===== src/rtl/router_pkg.sv =====
// router_pkg: shared state encoding, LFSR taps and header builder for the router packet generator
package router_pkg;
  typedef enum logic [2:0] {
    IDLE    = 3'd0,
    HEADER  = 3'd1,
    PAYLOAD = 3'd2,
    PARITY  = 3'd3,
    GAP     = 3'd4
  } state_t;
  localparam int TAP_A = 15;
  localparam int TAP_B = 13;
  localparam int TAP_C = 12;
  localparam int TAP_D = 10;
  function automatic logic [15:0] build_hdr(input logic [15:0] len, input logic [15:0] addr, input int addr_w);
    return (len << addr_w) | addr;
  endfunction
endpackage


===== src/rtl/router_lfsr16.sv =====
// router_lfsr16: 16-bit Fibonacci LFSR that steps on adv and reloads SEED on rst
//   clk, rst : clock, synchronous active-high reset
//   adv      : advance one step
//   q        : current LFSR state
module router_lfsr16 import router_pkg::*; #(
  parameter logic [15:0] SEED = 16'hACE1
) (
  input  logic        clk,
  input  logic        rst,
  input  logic        adv,
  output logic [15:0] q
);
  always_ff @(posedge clk)
    if (rst) q <= SEED;
    else if (adv) q <= {q[14:0], q[TAP_A] ^ q[TAP_B] ^ q[TAP_C] ^ q[TAP_D]};
endmodule


===== src/rtl/router_pkt_gen.sv =====
// router_pkt_gen: header/payload/parity packet source for the router ingress port
//   start/dest_addr/payload_len : packet request, sampled while ready=1
//   busy                        : router back-pressure, holds the current beat
//   inj_parity_err              : (only with PKT_GEN_PARITY_ERR_EN) flip parity bit 0
//   ready/pkt_data/pkt_valid    : idle flag and outgoing byte stream
//   done/cfg_err/pkt_count      : completion pulse, rejected-start pulse, packet counter
module router_pkt_gen import router_pkg::*; #(
  parameter int          LEN_W      = 6,
  parameter int          ADDR_W     = 2,
  parameter int          DATA_W     = 8,
  parameter int          NUM_DEST   = 3,
  parameter int          GAP_CYCLES = 2,
  parameter logic [15:0] LFSR_SEED  = 16'hACE1
) (
  input  logic              clk,
  input  logic              rst,
  input  logic              start,
  input  logic [ADDR_W-1:0] dest_addr,
  input  logic [LEN_W-1:0]  payload_len,
  input  logic              busy,
`ifdef PKT_GEN_PARITY_ERR_EN
  input  logic              inj_parity_err,
`endif
  output logic              ready,
  output logic [DATA_W-1:0] pkt_data,
  output logic              pkt_valid,
  output logic              done,
  output logic              cfg_err,
  output logic [15:0]       pkt_count
);
  localparam int GW = GAP_CYCLES > 1 ? $clog2(GAP_CYCLES) : 1;
  localparam logic [ADDR_W:0] DEST_LIM = (ADDR_W+1)'(NUM_DEST);
  state_t state, state_n;
  logic [LEN_W-1:0] len_q, cnt;
  logic [ADDR_W-1:0] addr_q;
  logic [DATA_W-1:0] parity_q, hdr, pay;
  logic [GW-1:0] gap_cnt;
  logic [15:0] lfsr_q;
  logic cfg_ok, take, acc, lfsr_adv, flip;
  assign cfg_ok = payload_len != '0 && {1'b0, dest_addr} < DEST_LIM;
  assign take = state == IDLE && start && cfg_ok;
  assign acc = !busy;
  assign hdr = DATA_W'(build_hdr(16'(len_q), 16'(addr_q), ADDR_W));
  assign pay = DATA_W'(lfsr_q);
  assign ready = state == IDLE;
  router_lfsr16 #(.SEED(LFSR_SEED)) u_lfsr (.clk(clk), .rst(rst), .adv(lfsr_adv), .q(lfsr_q));
`ifdef PKT_GEN_PARITY_ERR_EN
  logic inj_q;
  always_ff @(posedge clk)
    if (rst) inj_q <= 1'b0;
    else if (take) inj_q <= inj_parity_err;
  assign flip = inj_q;
`else
  assign flip = 1'b0;
`endif
  always_ff @(posedge clk)
    if (rst) state <= IDLE;
    else state <= state_n;
  always_comb begin
    state_n = state;
    pkt_valid = 1'b0;
    pkt_data = '0;
    lfsr_adv = 1'b0;
    case (state)
      IDLE: state_n = take ? HEADER : IDLE;
      HEADER: begin
        pkt_valid = 1'b1;
        pkt_data = hdr;
        state_n = acc ? PAYLOAD : HEADER;
      end
      PAYLOAD: begin
        pkt_valid = 1'b1;
        pkt_data = pay;
        lfsr_adv = acc;
        state_n = acc && cnt == len_q - LEN_W'(1) ? PARITY : PAYLOAD;
      end
      PARITY: begin
        pkt_data = parity_q ^ {{(DATA_W-1){1'b0}}, flip};
        state_n = acc ? (GAP_CYCLES == 0 ? IDLE : GAP) : PARITY;
      end
      GAP: state_n = gap_cnt == GW'(GAP_CYCLES - 1) ? IDLE : GAP;
      default: state_n = IDLE;
    endcase
  end
  always_ff @(posedge clk)
    if (rst) begin
      len_q <= '0;
      addr_q <= '0;
      parity_q <= '0;
      cnt <= '0;
      gap_cnt <= '0;
      done <= 1'b0;
      cfg_err <= 1'b0;
      pkt_count <= '0;
    end else begin
      done <= state == PARITY && acc;
      cfg_err <= state == IDLE && start && !cfg_ok;
      if (take) begin
        len_q <= payload_len;
        addr_q <= dest_addr;
        parity_q <= '0;
      end
      if (state == HEADER && acc) begin
        parity_q <= parity_q ^ hdr;
        cnt <= '0;
      end
      if (state == PAYLOAD && acc) begin
        parity_q <= parity_q ^ pay;
        cnt <= cnt + LEN_W'(1);
      end
      if (state == PARITY && acc) begin
        pkt_count <= pkt_count + 16'd1;
        gap_cnt <= '0;
      end
      if (state == GAP) gap_cnt <= gap_cnt + GW'(1);
    end
endmodule


===== config.mk =====
export PLATFORM = sky130hd
export DESIGN_NAME = router_pkt_gen
export DESIGN_NICKNAME = d
export VERILOG_FILES = /design/src/rtl/router_pkg.sv /design/src/rtl/router_lfsr16.sv /design/src/rtl/router_pkt_gen.sv
export SDC_FILE = /design/constraint.sdc
export NUM_CORES = 1
export LEC_CHECK = 0
export CAP_MARGIN = 15
export CORE_MARGIN = 2
export CORE_UTILIZATION = 43
export CTS_BUF_LIST = sky130_fd_sc_hd__clkbuf_8
export CTS_CLUSTER_DIAMETER = 200
export DETAILED_ROUTE_END_ITERATION = 16
export DONT_BUFFER_PORTS = 1
export GPL_TIMING_DRIVEN = 0
export PLACE_DENSITY = 0.66
export SYNTH_ARGS = -nofsm -noshare
export SYNTH_HDL_FRONTEND = slang
export SYNTH_HIERARCHICAL = 1
export SYNTH_SLANG_ARGS = --single-unit

===== constraint.sdc =====
create_clock -name clk -period 2 [get_ports clk]
set_input_delay 0.3 -clock clk [delete_from_list [all_inputs] [get_ports clk]]
set_output_delay 0.3 -clock clk [all_outputs]
set_load 0.005 [all_outputs]

==> results of run 1 <==
## metal layers
metal / GRT usage (%) / up-vias / share of wire [%]
met5: 0 / - / 0
met4: 7.81 / 0 / 1.4
met3: 5.24 / 9 / 5.8
met2: 26.6 / 56 / 44
met1: 24.4 / 1040 / 49
li1: - / 1171 / -
## cells in the final DEF, fill, tap and decap left out, drive strengths merged, types with 3 or more instances in the layout
master / n
a21oi: 16
a22oi: 10
a31oi: 3
buf: 9
bufinv: 3
clkbuf: 21
clkinv: 3
dfxtp: 60
ha: 3
inv: 9
mux2: 7
mux2i: 25
nand2: 36
nand2b: 3
nand3: 9
nand4: 4
nor2: 60
nor2b: 4
nor3: 11
nor4: 7
o21ai: 4
xnor2: 27
xor2: 7
## cells in the mapped netlist (7+ instances only)
| cell type | instances | share of area [%] |
|---|---|---|
| a21oi_1 | 16 | 2.7 |
| a22oi_1 | 10 | 2.6 |
| clkbuf_1 | 11 | 1.4 |
| dfxtp_1 | 60 | 41 |
| inv_1 | 8 | 1.0 |
| mux2_2 | 7 | 2.7 |
| mux2i_1 | 25 | 8.5 |
| nand2_1 | 36 | 4.6 |
| nand3_1 | 8 | 1.4 |
| nor2_1 | 60 | 7.7 |
| nor3_1 | 11 | 1.9 |
| nor4_1 | 7 | 1.5 |
| xnor2_1 | 25 | 7.4 |
| xor2_1 | 7 | 2.1 |
## flip-flops by register name, summed over array words and instances, names as in the netlist
register and count:
cnt 6, len_q 6, state 3, parity_q 8, pkt_count 16, addr_q 2
cfg_err 1, gap_cnt 1, done 1, u_lfsr/q 16
## through the flow
| stage | power (mW) | instances | area (um2) |
|---|---|---|---|
| finish | 2.85 | 437 | 3300 |
| global route | 2.97 | 437 | 3300 |
| CTS | 2.88 | 438 | 3300 |
| detailed placement | 1.52 | 422 | 3040 |
| global placement | 1.52 | 422 | 3040 |
| floorplan | 1.47 | 342 | 2940 |
## worst paths after layout
| check | depth (start not counted) | end | from | slack, ns |
|---|---|---|---|---|
| hold / removal | 2 | cfg_err | start | 0.08 |
| setup / recovery | 5 | pkt_data[0] | state[1] | 0.07 |
| setup reg to reg | 8 | parity_q[4] | state[0] | 0.14 |
| hold reg to reg | 2 | u_lfsr/q[11] | u_lfsr/q[11] | 0.48 |
## worst max-delay path, stage by stage, from the launching register on
cell,delay [ns]
dfxtp_1,0.32
buf_4,0.17
buf_6,0.17
mux2_2,0.34
a22oi_1,0.19
nor2_1,0.09
## kinds of logic (layout without fill, tap and decap cells)
group,count (synthesis),in the layout,share of synthesized area (%)
xor+xnor,34,34,10.6
compound gates,38,38,8.08
flops,60,60,40.8
mux,32,32,11.2
fa+ha+maj,3,3,1.28
buf+inv,31,46,5.48
simple gates,144,144,22.5
## timing repair
action,4_1_cts,5_1_grt
endpoints found under the hold margin,0,0
resized for setup,4,4
endpoints found under the setup margin,7,20
## power by group through the flow
stage                     registers [mW]  logic, mW  clock network (mW)
final                               1.25      0.251                1.36
after global routing                1.25      0.280                1.44
after CTS                           1.25      0.250                1.38
after detailed placement            1.27      0.245                   0
after global placement              1.27      0.243                   0
after floorplan                     1.26      0.202                   0
## area by class of cell
cell class	instances	area share, %
Tap cell	80	3.03
Inverter	9	1.06
Multi-Input combinational cell	251	48.0
Sequential cell	60	36.4
Clock buffer	9	3.75
Clock inverter	7	3.75
Buffer	21	3.94
==> impl_metrics.ini, run 1 <==
[outcome]
status = complete, no violations

[global_route]
grt_util_all_layers_pct = 18.0
grt_pass1_wl_mm = 10.5
grt_max_degree = 13
grt_antenna_before_repair = 0
grt_overflow = 0
grt_pass1_vias = 2174

[sta]
rsz0062_at_grt = no
tightest_slew_ns = 0.539
timing.fmax_mhz = 519
setup_violations = 0
setup_slack_ns = 0.0749
slew_violations = 0
fin_hold_ws_ns = 0.0760
finClkSkew_ns = 0.0104
post-route-period-util_pct = 96.3
finalHoldViolCount = 0
min_period_ns = 1.93
tns_ns = 0
relSlewSlack_pct = 64.1

[cts]
clkTransAtPathRegs_ns = 0.07
cts_root_buffer = clkbuf_8
holdBufCountCts = 0
cts_setup_buffers = 0
cts_tree = done
htreeDepth = 3
numCtsBuffers = 9
clock-sinks = 60
cts_buffer_depth = 2
worstSkewPairLatency_ns = 0.35

[yosys]
synth_top_flop_cell = dfxtp_1
synth_enable_flop_cells = 0
synthDistinctLibCells = 41
synth-seq-cells = 60
yosysSeqAreaShare_pct = 40.8
synth_area_um2 = 2940
synth_area_per_cell_um2 = 8.60
netlist_instances = 342
syn_nets = 357
ys_warn_count = 6
async_reset_ff_share_pct = 0

[power_and_ir_drop]
power_density_nw_per_um2 = 865
seqPwrFrac_pct = 43.7
ir_drop_v = 0.000421
power_frac_clock_pct = 47.5
leakage_nw = 1.18
internal_power_mw = 2.16
p_sw_mw = 0.691
switching_share_pct = 24.2
p_comb_share_pct = 8.8

[job]
cap_viol_max_count = 0

[worst_setup_path]
endpoint_kind = output pin
required_ns = 1.70
critPathArrivalTime_ns = 1.63
startpoint_type = flop
crit_fanout = 10
crit_type = reg2out

[floorplanning]
initial_core_util_pct = 43.8
core_um2 = 6720
fp.dieArea_um2 = 7520
ios = 40
die_y_um = 86.7
die_x_um = 86.7
num_rows = 30

[cells_and_area]
drive_gt1_share_pct = 11.5
final_core_util_pct = 49.1
fillers = 644
multi_input_area_um2 = 1590
antennaDiodeCount = 0
nNetsFinal = 367
synthToLayoutAreaGrowth_pct = 12.1
seq_area_um2 = 1200

[min_path]
hold_path.class = in2reg

[placed_design]
portBuffers = 0
dp_slack_ns = 0.0516
place.gp.congestion = 0.839
hpwlAfterDp_mm = 4.43

[route]
dr.pass1.iters = 4
via_count = 2276
drt-wirelength-per-cell_um = 14.3
drt-initial-drc-count = 89
drt_wl_total_mm = 6.27
drc_errors = 0
vias_per_cell = 5.21
detail-route-antenna-nets = 0
Note: power is estimated with default switching activity, not from simulation.
==> run 2: changes to the inputs <==
ABC_AREA = 1   (was not set)
==> run 2 against run 1 <==
  * Register-to-register slack improved by 0.16 ns
  * Sequential share of layout area decreased by 2.6 points
  * Die area increased by 9.4%
  * Wire length increased by 24%
  * Count of clock-buffer cells in the layout increased by 2
  * Non-clock buffer count decreased by 7
  * Final cell count increased by 35%
  * Global-route usage increased by 2.2 points
  * Worst hold slack got worse by 0.012 ns
  * Largest cell class unchanged
==> impl_metrics.ini, run 2 <==
[yosys]
synth.largest_area_cell = dfxtp_1
yosysSeqAreaShare_pct = 37.1
netlist_instances = 474
synth_top_family_by_area = simple AND/OR/NAND/NOR gates
syn_nets = 489
synth_common_cells = nand2_1 (145), dfxtp_1 (60), nor2_1 (50), a21oi_1 (39), inv_1 (38)
synthAdderAreaFrac_pct = 1.16
synth_area_per_cell_um2 = 6.82
yosysMostFrequentCell = nand2_1
synth_enable_flop_cells = 0
yosys.area_share.xor_xnor_pct = 5.42
synthDistinctLibCells = 34
synth_top_area_share_pct = 37.1
ys_warn_count = 6
yosys-top-cells-area = dfxtp_1 (37%), nand2_1 (17%), a21oi_1 (6.0%)
synth_area_um2 = 3230
synth-seq-cells = 60
synth_mux_area_share_pct = 0
synth_top_flop_cell = dfxtp_1
async_reset_ff_share_pct = 0
synth-simple-area-share_pct = 31.8
synth-compound-area-share_pct = 15.7

[worst_setup_path]
cp_slowest_cell = dfxtp_1
critPathArrivalTime_ns = 1.46
required_ns = 1.70
slowest_delay_ns = 0.46
crit_fanout = 8
r2r_start = state[1]
endpoint_kind = output pin
worst-r2r-setup-slack_ns = 0.30
r2r-end = u_lfsr/q[2]
crit_chain = nand3_2 -> inv_1 -> nand2_1 -> o211ai_1
r2r_cells = 8
crit_buf_inv = 1
critical-path-top-delay-family = flip-flops
startpoint_type = flop
crit_type = reg2out

[cts]
cts_setup_buffers = 0
clock-sinks = 60
worstSkewPairLatency_ns = 0.34
cts_tree = done
clkTransAtPathRegs_ns = 0.07
numCtsBuffers = 9
holdBufCountCts = 0
cts_root_buffer = clkbuf_8
htreeDepth = 3
cts_buffer_depth = 2
cts_resized = 0

[route]
drt_wl_total_mm = 7.80
detail-route-antenna-nets = 0
dr.pass1.iters = 5
drc_errors = 0
via_count = 2983
drt-initial-drc-count = 178
drt-wirelength-per-cell_um = 13.2
vias_per_cell = 5.06

[cells_and_area]
drive_gt1_share_pct = 8.57
fillers = 745
reg_top3 = pkt_count (16), u_lfsr/q (16), parity_q (8)
final_common_cell = nand2_1
antennaDiodeCount = 0
mostFrequentLayoutCells = nand2_1 (145), dfxtp_1 (60), nor2_1 (50)
multi_input_area_um2 = 1750
instances_no_fill = 589
final_core_util_pct = 49.0
nNetsFinal = 500
final_cell_area_um2 = 3550
seq_area_um2 = 1200
synthToLayoutAreaGrowth_pct = 9.90

[sta]
finClkSkew_ns = 0.00841
finalHoldViolCount = 0
setup_slack_ns = 0.240
timing.fmax_mhz = 568
setup_violations = 0
relSlewSlack_pct = 62.3
min_period_ns = 1.76
rsz0062_at_grt = no
post-route-period-util_pct = 88.0
tightest_slew_ns = 0.565
fin_hold_ws_ns = 0.0640
slew_violations = 0
tns_ns = 0

[floorplanning]
initial_core_util_pct = 44.6
die_y_um = 90.7
die_x_um = 90.7
num_rows = 31
fp.dieArea_um2 = 8230
core_um2 = 7250
ios = 40

[power_and_ir_drop]
ir_drop_v = 0.000329
power_density_nw_per_um2 = 747
p_total_mw = 2.65
leakage_nw = 1.47

[placed_design]
dp_slack_ns = 0.309
dpl_cell_area_um2 = 3360
place.gp.congestion = 0.843
dpl.cell_count = 573
hpwlAfterDp_mm = 5.77
portBuffers = 0

[global_route]
grt_overflow = 0
grt_pass1_wl_mm = 13.4
grt_pass1_vias = 2806
grt_antenna_before_repair = 0
grt_max_degree = 11
grt_util_all_layers_pct = 20.2

[job]
cap_viol_max_count = 0

[outcome]
status = complete, no violations

[min_path]
hold_path.class = in2reg
min_to = u_lfsr/q[0]
min_path_cells = 2
hp-start = rst
-- run 2: cell count changes in the layout (fill, tap and decap cells not counted), sizes merged, moves of 21 or more --
cell / previous run / this run
a21oi: 16 / 42
inv: 9 / 48
mux2i: 25 / 0
nand2: 36 / 148
nand3: 9 / 30
o21ai: 4 / 32
xnor2: 27 / 4
-- run 2: report_power, final --
group / internal, mW / leakage, nW / total, mW / switching, mW
registers: 1.23 / 0.486 / 1.27 / 0.0418
clock network: 0.626 / 0.115 / 1.09 / 0.466
logic: 0.0983 / 0.868 / 0.288 / 0.190
-- run 2: final cells by class --
type	instances	share of cell area [%]
multi-input combinational	356	49.1
tap	99	3.48
buffer	14	3.06
clock inverter	5	1.27
inverter	44	5.00
clock buffer	11	4.26
sequential	60	33.8
-- run 2: worst max path at each step --
stage | startpoint | end | slack (ns) | cells after the start
after floorplan | state[1] | u_lfsr/q[11] | 0.58 | 8
final | state[1] | pkt_data[3] | 0.24 | 4
after global placement | rst | len_q[4] | 0.36 | 5
after global routing | state[1] | pkt_data[3] | 0.10 | 4
after CTS | state[1] | pkt_data[2] | 0.21 | 4
after detailed placement | state[1] | u_lfsr/q[2] | 0.31 | 8
-- run 2: kinds of logic after synthesis --
group | Yosys count
adders and majority gates | 3
AOI/OAI and AO/OA | 91
xor gates and xnor gates | 20
buffers and inverters | 58
DFF | 60
and+or+nand+nor | 242
-- run 2: per-layer routing --
layer / up-vias / share of wire, % / track usage, %
met2: 75 / 44 / 31.2
met1: 1345 / 47 / 26.3
met4: 0 / 1.4 / 6.79
met5: - / 0 / 0
li1: 1554 / - / -
met3: 9 / 6.8 / 7.10
==> run 3: changes to the inputs <==
CORE_ASPECT_RATIO = 1.2   (was not set)
==> run 3 against run 2 <==
  * Die area about the same
  * Clock skew up 0.0013 ns
  * Worst hold slack worse by 0.014 ns
  * Critical path depth unchanged
  * Setup slack better by 0.015 ns
==> impl_metrics.ini, run 3 (synthesis gave the netlist of run 2 again) <==
[worst_setup_path]
crit_type = reg2out
crit_end = pkt_data[2]
crit_chain = nand3_2 -> inv_1 -> nand2_1 -> o211ai_1
r2r_start = state[1]
crit_fanout = 8
slowest_delay_ns = 0.44
cp_slowest_cell = dfxtp_1
critPathLaunch = state[1]
r2r-end = u_lfsr/q[11]
startpoint_type = flop
endpoint_kind = output pin
required_ns = 1.70
critPathArrivalTime_ns = 1.45
worst-r2r-setup-slack_ns = 0.31
r2r_cells = 8

[global_route]
grt_util_all_layers_pct = 19.9
grt_antenna_before_repair = 0
busiest_layer = met2
met2_usage_pct = 32.8
grt_overflow = 0
grt_max_degree = 11
grt_use_met1_pct = 24.1
grt_pass1_wl_mm = 13.2
grt_util_met3_pct = 6.20
grt_pass1_vias = 2892

[sta]
min_period_ns = 1.75
finalHoldViolCount = 0
tns_ns = 0
timing.fmax_mhz = 573
rsz0062_at_grt = no
post-route-period-util_pct = 87.3
tightest_slew_ns = 0.597
slew_violations = 0
finClkSkew_ns = 0.00969
setup_violations = 0
relSlewSlack_pct = 60.2

[cts]
clkTransAtPathRegs_ns = 0.07
clock-sinks = 60
cts_setup_buffers = 0
numCtsBuffers = 9
holdBufCountCts = 0
cts_root_buffer = clkbuf_8
cts_tree = done
htreeDepth = 3
cts_resized = 0
worstSkewPairLatency_ns = 0.35
cts_buffer_depth = 2

[route]
via_count = 3052
drt_wl_total_mm = 7.90
drc_errors = 0
drt-wirelength-per-cell_um = 13.6
detail-route-antenna-nets = 0
vias_per_cell = 5.27
drt-initial-drc-count = 104
dr.pass1.iters = 4

[power_and_ir_drop]
seqPwrFrac_pct = 50.1
power_frac_clock_pct = 38.5
p_comb_share_pct = 11.5
switching_share_pct = 28.1
p_sw_mw = 0.715
ir_drop_v = 0.000299
leakage_nw = 1.45
internal_power_mw = 1.83
power_density_nw_per_um2 = 723

[placed_design]
hpwlAfterDp_mm = 5.77
place.gp.congestion = 0.875
portBuffers = 0
dpl.cell_count = 564

[cells_and_area]
final_core_util_pct = 48.3
antennaDiodeCount = 0
mostFrequentLayoutCells = nand2_1 (145), dfxtp_1 (60), nor2_1 (50)
reg_top3 = pkt_count (16), u_lfsr/q (16), parity_q (8)
synthToLayoutAreaGrowth_pct = 8.70
nNetsFinal = 500
instances_no_fill = 579
drive_gt1_share_pct = 8.79
final_common_cell = nand2_1

[outcome]
status = complete, no violations

[floorplanning]
die_y_um = 99.0
num_rows = 34
initial_core_util_pct = 44.5
fp.dieArea_um2 = 8230
ios = 40
core_um2 = 7270
die_x_um = 83.2

[job]
cap_viol_max_count = 0

[min_path]
hold_path.class = in2reg
run 3: changes by cell type in the layout (fill, tap and decap cells not counted):
cell,change
clkinv_2,+2
bufinv_16,-1
inv_1,-2
run 3: cell type report:
type                            instances  area, um2
Tap cell                               90        113
Clock inverter                          4       17.5
Fill cell                             773       3760
Multi-Input combinational cell        356       1750
Inverter                               44        178
Buffer                                 14        109
Sequential cell                        60       1200
Clock buffer                           11        151
run 3: metrics by stage:
step	worst slack (ns)	total power [mW]	hold WS, ns	instance area [um2]
2_1_floorplan	0.583	1.52	0.396	3230
6_report	0.254	2.54	0.0495	3520
5_1_grt	0.122	2.67	0.0591	3520
3_5_place_dp	0.330	1.59	0.407	3350
3_3_place_gp	0.358	1.58	0.406	3350
4_1_cts	0.221	2.55	0.0461	3520
run 3: worst min-delay path by stage:
stage               startpoint            to  slack [ns]  cells after the start
detailed placement         rst   u_lfsr/q[0]        0.41                      2
global route               rst  u_lfsr/q[13]        0.06                      2
CTS                        rst   u_lfsr/q[0]        0.05                      2
global placement           rst   u_lfsr/q[0]        0.41                      2
finish                     rst   u_lfsr/q[0]        0.05                      2
floorplan                  rst   u_lfsr/q[0]        0.40                      2
run 3: worst max-delay path: cells and delay by family (launching register included):
family | cells | cell delay [ns]
flops | 1 | 0.44
buf+inv | 1 | 0.26
simple gates | 2 | 0.26
compound gates | 1 | 0.14
run 3: power groups by stage:
| stage | Clock, mW | Sequential [mW] | Combinational, mW |
|---|---|---|---|
| floorplan | 0 | 1.29 | 0.228 |
| global placement | 0 | 1.30 | 0.284 |
| detailed placement | 0 | 1.30 | 0.291 |
| CTS | 0.988 | 1.27 | 0.292 |
| global route | 1.06 | 1.28 | 0.334 |
| finish | 0.978 | 1.27 | 0.292 |
run 3: per-layer routing:
metal  routed length, um  vias up
li1                    -     1555
met1                3610     1405
met2                3630       80
met3                 531       12
met4                 133        0
met5                   0        -
